File: src/rtl/line_buffer_ctrl_if.sv
`default_nettype none
// ==========================================================================
// line_buffer_ctrl_if - pixel, line-buffer and window signals of the controller
// Revision 1.0
// ==========================================================================
interface line_buffer_ctrl_if;
  logic [7:0]  i_pixel_data;
  logic        i_pixel_valid;
  logic [7:0]  o_lb_data;
  logic [3:0]  o_lb_wr_valid;
  logic [3:0]  o_lb_rd_en;
  logic [23:0] i_lb0_data;
  logic [23:0] i_lb1_data;
  logic [23:0] i_lb2_data;
  logic [23:0] i_lb3_data;
  logic [71:0] o_window;
  logic        o_window_valid;
  logic        o_line_done_intr;
  logic        o_overflow;

  // controller side
  modport master (
    input  i_pixel_data, i_pixel_valid,
    input  i_lb0_data, i_lb1_data, i_lb2_data, i_lb3_data,
    output o_lb_data, o_lb_wr_valid, o_lb_rd_en,
    output o_window, o_window_valid, o_line_done_intr, o_overflow
  );

  // pixel source / line buffers / downstream side
  modport slave (
    output i_pixel_data, i_pixel_valid,
    output i_lb0_data, i_lb1_data, i_lb2_data, i_lb3_data,
    input  o_lb_data, o_lb_wr_valid, o_lb_rd_en,
    input  o_window, o_window_valid, o_line_done_intr, o_overflow
  );
endinterface
`default_nettype wire

File: src/rtl/line_buffer_ctrl.sv
`default_nettype none
// ==========================================================================
// line_buffer_ctrl - steers pixels into four line buffers, emits a 3x3 window
// Revision 1.0
// ==========================================================================
module line_buffer_ctrl #(
  parameter int IMAGE_WIDTH = 512
) (
  input  wire logic        clk,
  input  wire logic        rst,
  line_buffer_ctrl_if.master bus
);

  localparam int CNT_W = (IMAGE_WIDTH > 1) ? $clog2(IMAGE_WIDTH) : 1;
  localparam int TOT_W = $clog2(4 * IMAGE_WIDTH) + 1;

  localparam logic [CNT_W-1:0] C_LAST      = CNT_W'(IMAGE_WIDTH - 1);
  localparam logic [TOT_W-1:0] C_FULL_LVL  = TOT_W'(4 * IMAGE_WIDTH);
  localparam logic [TOT_W-1:0] C_START_LVL = TOT_W'(3 * IMAGE_WIDTH);

  localparam logic [0:0] S_IDLE = 1'b0;
  localparam logic [0:0] S_READ = 1'b1;

  logic [0:0]       state_q, state_d;
  logic [1:0]       wr_sel_q, wr_sel_d;
  logic [CNT_W-1:0] wr_cnt_q, wr_cnt_d;
  logic [1:0]       rd_sel_q, rd_sel_d;
  logic [CNT_W-1:0] rd_cnt_q, rd_cnt_d;
  logic [TOT_W-1:0] total_cnt_q, total_cnt_d;
  logic             line_done_q, line_done_d;
  logic             overflow_q, overflow_d;

  logic rd_active;
  logic full;
  logic wr_drop;
  logic wr_accept;
  logic last_rd;

  assign rd_active = (state_q == S_READ);
  assign full      = (total_cnt_q == C_FULL_LVL);
  // a read in the same cycle frees a slot, so a full store still accepts then
  assign wr_drop   = bus.i_pixel_valid && full && !rd_active;
  assign wr_accept = bus.i_pixel_valid && !rst && !wr_drop;
  assign last_rd   = rd_active && (rd_cnt_q == C_LAST);

  always_ff @(posedge clk) begin
    if (rst) begin
      state_q     <= S_IDLE;
      wr_sel_q    <= 2'd0;
      wr_cnt_q    <= '0;
      rd_sel_q    <= 2'd0;
      rd_cnt_q    <= '0;
      total_cnt_q <= '0;
      line_done_q <= 1'b0;
      overflow_q  <= 1'b0;
    end else begin
      state_q     <= state_d;
      wr_sel_q    <= wr_sel_d;
      wr_cnt_q    <= wr_cnt_d;
      rd_sel_q    <= rd_sel_d;
      rd_cnt_q    <= rd_cnt_d;
      total_cnt_q <= total_cnt_d;
      line_done_q <= line_done_d;
      overflow_q  <= overflow_d;
    end
  end

  always_comb begin
    state_d     = state_q;
    wr_sel_d    = wr_sel_q;
    wr_cnt_d    = wr_cnt_q;
    rd_sel_d    = rd_sel_q;
    rd_cnt_d    = rd_cnt_q;
    total_cnt_d = total_cnt_q;
    line_done_d = last_rd;
    overflow_d  = overflow_q | wr_drop;

    case (state_q)
      S_IDLE:  if (total_cnt_q >= C_START_LVL) state_d = S_READ;
      S_READ:  if (last_rd) state_d = S_IDLE;
      default: state_d = S_IDLE;
    endcase

    if (wr_accept) begin
      if (wr_cnt_q == C_LAST) begin
        wr_cnt_d = '0;
        wr_sel_d = wr_sel_q + 2'd1;
      end else begin
        wr_cnt_d = wr_cnt_q + CNT_W'(1);
      end
    end

    if (rd_active) begin
      if (last_rd) begin
        rd_cnt_d = '0;
        rd_sel_d = rd_sel_q + 2'd1;
      end else begin
        rd_cnt_d = rd_cnt_q + CNT_W'(1);
      end
    end

    case ({wr_accept, rd_active})
      2'b10:   total_cnt_d = total_cnt_q + TOT_W'(1);
      2'b01:   total_cnt_d = total_cnt_q - TOT_W'(1);
      default: total_cnt_d = total_cnt_q;
    endcase
  end

  logic [23:0] lb_data [4];
  logic [1:0]  mid_sel;
  logic [1:0]  bot_sel;

  assign lb_data[0] = bus.i_lb0_data;
  assign lb_data[1] = bus.i_lb1_data;
  assign lb_data[2] = bus.i_lb2_data;
  assign lb_data[3] = bus.i_lb3_data;
  assign mid_sel    = rd_sel_q + 2'd1;
  assign bot_sel    = rd_sel_q + 2'd2;

  always_comb begin
    bus.o_lb_data        = bus.i_pixel_data;
    bus.o_lb_wr_valid    = 4'b0000;
    bus.o_lb_rd_en       = 4'b0000;
    bus.o_window         = {lb_data[rd_sel_q], lb_data[mid_sel], lb_data[bot_sel]};
    bus.o_window_valid   = rd_active;
    bus.o_line_done_intr = line_done_q;
    bus.o_overflow       = overflow_q;
    if (wr_accept) begin
      bus.o_lb_wr_valid = 4'b0001 << wr_sel_q;
    end
    // the only buffer not read is the one just behind the top line
    if (rd_active) begin
      bus.o_lb_rd_en = ~(4'b0001 << (rd_sel_q + 2'd3));
    end
  end

endmodule
`default_nettype wire
File: src/flat_wrapper.sv
// flat-port wrapper written by rule: the top's interface ports become plain ports
module line_buffer_ctrl_flat 
#(
  parameter int IMAGE_WIDTH = 512
)
  (clk, rst, bus_i_pixel_data, bus_i_pixel_valid, bus_i_lb0_data, bus_i_lb1_data, bus_i_lb2_data, bus_i_lb3_data, bus_o_lb_data, bus_o_lb_wr_valid, bus_o_lb_rd_en, bus_o_window, bus_o_window_valid, bus_o_line_done_intr, bus_o_overflow);
  line_buffer_ctrl_if bus_i ();
  input  wire logic clk;
  input  wire logic rst;
  input wire logic [$bits(bus_i.i_pixel_data)-1:0] bus_i_pixel_data;
  input wire logic [$bits(bus_i.i_pixel_valid)-1:0] bus_i_pixel_valid;
  input wire logic [$bits(bus_i.i_lb0_data)-1:0] bus_i_lb0_data;
  input wire logic [$bits(bus_i.i_lb1_data)-1:0] bus_i_lb1_data;
  input wire logic [$bits(bus_i.i_lb2_data)-1:0] bus_i_lb2_data;
  input wire logic [$bits(bus_i.i_lb3_data)-1:0] bus_i_lb3_data;
  output wire logic [$bits(bus_i.o_lb_data)-1:0] bus_o_lb_data;
  output wire logic [$bits(bus_i.o_lb_wr_valid)-1:0] bus_o_lb_wr_valid;
  output wire logic [$bits(bus_i.o_lb_rd_en)-1:0] bus_o_lb_rd_en;
  output wire logic [$bits(bus_i.o_window)-1:0] bus_o_window;
  output wire logic [$bits(bus_i.o_window_valid)-1:0] bus_o_window_valid;
  output wire logic [$bits(bus_i.o_line_done_intr)-1:0] bus_o_line_done_intr;
  output wire logic [$bits(bus_i.o_overflow)-1:0] bus_o_overflow;
  assign bus_i.i_pixel_data = bus_i_pixel_data;
  assign bus_i.i_pixel_valid = bus_i_pixel_valid;
  assign bus_i.i_lb0_data = bus_i_lb0_data;
  assign bus_i.i_lb1_data = bus_i_lb1_data;
  assign bus_i.i_lb2_data = bus_i_lb2_data;
  assign bus_i.i_lb3_data = bus_i_lb3_data;
  assign bus_o_lb_data = bus_i.o_lb_data;
  assign bus_o_lb_wr_valid = bus_i.o_lb_wr_valid;
  assign bus_o_lb_rd_en = bus_i.o_lb_rd_en;
  assign bus_o_window = bus_i.o_window;
  assign bus_o_window_valid = bus_i.o_window_valid;
  assign bus_o_line_done_intr = bus_i.o_line_done_intr;
  assign bus_o_overflow = bus_i.o_overflow;
  line_buffer_ctrl #(.IMAGE_WIDTH(IMAGE_WIDTH)) u_core (.clk(clk), .rst(rst), .bus(bus_i));
endmodule
File: config.mk
export PLATFORM = sky130hd
export DESIGN_NAME = line_buffer_ctrl_flat
export DESIGN_NICKNAME = d
export VERILOG_FILES = /design/src/rtl/line_buffer_ctrl_if.sv /design/src/rtl/line_buffer_ctrl.sv /design/src/flat_wrapper.sv
export SDC_FILE = /design/constraint.sdc
export NUM_CORES = 1
export LEC_CHECK = 0
export BUFFER_PORTS_ARGS = -buffer_cell sky130_fd_sc_hd__buf_2
export CAP_MARGIN = 25
export CORE_UTILIZATION = 51
export DETAILED_ROUTE_END_ITERATION = 7
export PLACE_DENSITY = 0.88
export SYNTH_ARGS = -nofsm -noshare
export SYNTH_HDL_FRONTEND = slang
export SYNTH_SLANG_ARGS = --single-unit
File: constraint.sdc
create_clock -name clk -period 6.8 [get_ports clk]
set_clock_uncertainty 0.05 [all_clocks]
set_input_delay 0.34 -clock clk [delete_from_list [all_inputs] [get_ports clk]]
set_output_delay 0.34 -clock clk [all_outputs]
set_load 0.01 [all_outputs]
==> impl_metrics.toml <==
[run_status]
run_status = "finished, final reports clean"

[cells_and_area]
fin_nets = 630
regArea_um2 = 746
drive_gt1_share_pct = 54.9
final.fill_count = 572
multi_input_area_um2 = 2920
syn_to_final_growth_pct = 26.7

[clocking]
h-tree-depth = 2
holdBufCountCts = 0
numCtsBuffers = 5
cts_setup_buffers = 0
clkLatencyLatePin_ns = 0.30
tritoncts = "yes"
cts_resized = 0
clock_sinks = 37
clkTransAtPathRegs_ns = 0.08
cts_buffer_depth = 2
cts_root_buffer = "clkbuf_8"

[drt]
drc = 0
post_drt_wl_per_cell_um = 21.0
vias = 3835
postRouteAntennaNets = 0
wirelength_mm = 12.7
drt-pass1-iter-count = 7
viasPerCell = 6.36
first_iter_violations = 283

[global_routing]
antenna_found_initial = 5
grtUsageTotal_pct = 31.8
overflow = 0
grt_pass1_vias = 3397
grt_pass1_wl_mm = 18.5
grt_max_degree = 53

[placed_design]
gp_congestion = 0.908
port-buffer-count = 181
dpl.hpwl_mm = 10.1

[setup_path]
r2r_slack_ns = 3.84
startpoint_type = "register"
critPathKind = "reg -> out"
cp-startpoint = "u_core.rd_sel_q[1]"
endpoint_kind = "primary output"
crit_path_max_fanout = 32
crit_arrival_ns = 3.02
required_ns = 6.41
reg2reg_from = "u_core.bus.o_window_valid"
reg2regPathDepth = 9
worstReg2RegEnd = "u_core.total_cnt_q[11]"
cp-endpoint = "bus_o_window[45]"

[run]
cap_violations = 0

[floorplanning]
dieWidth_um = 89.0
start_util_pct = 53.0
core_area_um2 = 7290
io_pins = 198
dieArea_um2 = 7930
placementRows = 31
die_h_um = 89.0

[timing]
final.min_clock_period_ns = 3.42
max_slew_margin_pct = 42.8
fmax_mhz = 293
hold_viol = 0
setup-tns-final_ns = 0
worstMarginPinSlew_ns = 0.858
slew_violations = 0
fin_crit_sh_pct = 50.2
rsz0062_at_grt = "no"
setup_violations = 0

[synth]
synthFlopType = "dfxtp_1"
ys_seq_area_share_pct = 19.2
syn_area_per_cell_um2 = 11.3
synth.distinct_cells = 44
ys_ff_latch = 37
synth_edf_count = 0
yosysWarnings = 0
syn-cell-area_um2 = 3860
synthCells = 341
syn-num-nets = 471
synthArstFlopShare_pct = 0

[pwr]
powerDensity_nw_per_um2 = 106
p_total_uw = 521
vdd_ir_drop_max_mv = 0.0842
total_leakage_power_uw = 0.00204

[hold_path]
hold_path.class = "reg -> reg"
[worst min-delay path by stage]
stage                          start               endpoint  cells past startpoint
3_3_place_gp   u_core.bus.o_overflow  u_core.bus.o_overflow                      2
2_1_floorplan     u_core.wr_cnt_q[8]     u_core.wr_cnt_q[8]                      2
5_1_grt        u_core.bus.o_overflow  u_core.bus.o_overflow                      2
6_report       u_core.bus.o_overflow  u_core.bus.o_overflow                      2
4_1_cts        u_core.bus.o_overflow  u_core.bus.o_overflow                      2
3_5_place_dp   u_core.bus.o_overflow  u_core.bus.o_overflow                      2
[routing by layer]
| metal | share of wire, % | global-route usage (%) | wire length (um) | vias to the layer above |
|---|---|---|---|---|
| met2 | 48 | 48.5 | 6080 | 299 |
| met4 | 3.3 | 13.9 | 419 | 4 |
| met5 | 0.18 | 0 | 23 | - |
| met3 | 16 | 14.5 | 2020 | 46 |
| met1 | 33 | 39.2 | 4150 | 1832 |
| li1 | - | - | - | 1654 |
[cell usage after synthesis, types with 2 or more instances]
cell | number | area [um^2]
mux2i_1 | 5 | 50.1
o31ai_1 | 2 | 15.0
and2_1 | 4 | 25.0
xor2_1 | 12 | 105
buf_4 | 9 | 67.6
inv_1 | 9 | 33.8
nor4_1 | 2 | 12.5
clkbuf_1 | 12 | 45.0
xnor2_1 | 12 | 105
nand2b_1 | 3 | 18.8
nor4b_1 | 3 | 26.3
a21oi_1 | 13 | 65.1
and3_1 | 5 | 31.3
nand4_1 | 4 | 25.0
a41oi_1 | 2 | 17.5
nand3_1 | 7 | 35.0
dfxtp_1 | 37 | 741
buf_2 | 8 | 40.0
ha_1 | 22 | 275
a22oi_1 | 2 | 15.0
o21ai_0 | 8 | 40.0
nor3b_1 | 2 | 15.0
nor2_1 | 41 | 154
nor2b_1 | 3 | 18.8
mux4_2 | 72 | 1620
buf_1 | 3 | 11.3
and3_4 | 2 | 22.5
nand3b_1 | 4 | 30.0
nand2_1 | 17 | 63.8
o31a_1 | 2 | 17.5
[cell usage in the layout (no fill, tap or decap), drive strengths merged, types with 3 or more instances in the layout]
| cell | count |
|---|---|
| a21oi | 13 |
| inv | 10 |
| mux4 | 72 |
| nand3 | 7 |
| clkbuf | 6 |
| and3 | 7 |
| mux2i | 5 |
| diode | 3 |
| nand2b | 3 |
| and2 | 4 |
| nand3b | 4 |
| xnor2 | 12 |
| nor2 | 41 |
| o21ai | 9 |
| dfxtp | 37 |
| nand4 | 4 |
| nor4b | 3 |
| nand2 | 17 |
| xor2 | 12 |
| ha | 22 |
| nor2b | 3 |
| buf | 184 |
[sequential cells by signal (all words and copies together) (netlist names)]
name / flops
u_core.total_cnt_q: 12
u_core.bus.o_line_done_intr: 1
u_core.bus.o_overflow: 1
u_core.rd_cnt_q: 9
u_core.bus.o_window_valid: 1
u_core.rd_sel_q: 2
u_core.wr_cnt_q: 9
u_core.wr_sel_q: 2
[metrics by stage]
| stage | hold WS (ns) | instances | setup slack [ns] | area (um^2) | util (%) |
|---|---|---|---|---|---|
| after global routing | 0.434 | 600 | 3.18 | 4890 | 67.0 |
| final | 0.392 | 603 | 3.39 | 4890 | 67.1 |
| after detailed placement | 0.385 | 591 | 3.35 | 4770 | 65.4 |
| after global placement | 0.381 | 590 | 3.46 | 4740 | 65.0 |
| after CTS | 0.397 | 599 | 3.01 | 4870 | 66.7 |
| after floorplan | 0.404 | 341 | 3.47 | 3860 | - |
[critical path, cell delays in order, from the launching register on]
cell and delay [ns]:
dfxtp_2 0.65, buf_12 0.27, inv_1 0.10, ha_2 0.91, mux4_2 0.61, buf_2 0.16
[final cells by class]
type	instances	share of cell area, %
sequential	37	15.2
multi-input combinational	262	59.7
clock inverter	2	0.281
antenna	3	0.153
clock buffer	6	1.69
timing repair buffer	184	19.6
tap	99	2.53
inverter	10	0.767
[cell families after synthesis]
family | count (synthesis) | share of synthesized area (%)
buf+inv | 42 | 5.22
flops | 37 | 19.2
compound gates | 36 | 5.99
mux | 77 | 43.3
fa+ha+maj | 23 | 7.64
xor+xnor | 24 | 5.44
simple gates | 102 | 13.2
[power by group]
| part | internal (uW) | switching, uW | leakage [uW] |
|---|---|---|---|
| clock network | 82.1 | 82.8 | 0.0000512 |
| registers | 218 | 1.45 | 0.000300 |
| logic | 68.0 | 68.7 | 0.00169 |
| total | 368 | 153 | 0.00204 |
Power figures use the tool's default switching activity.
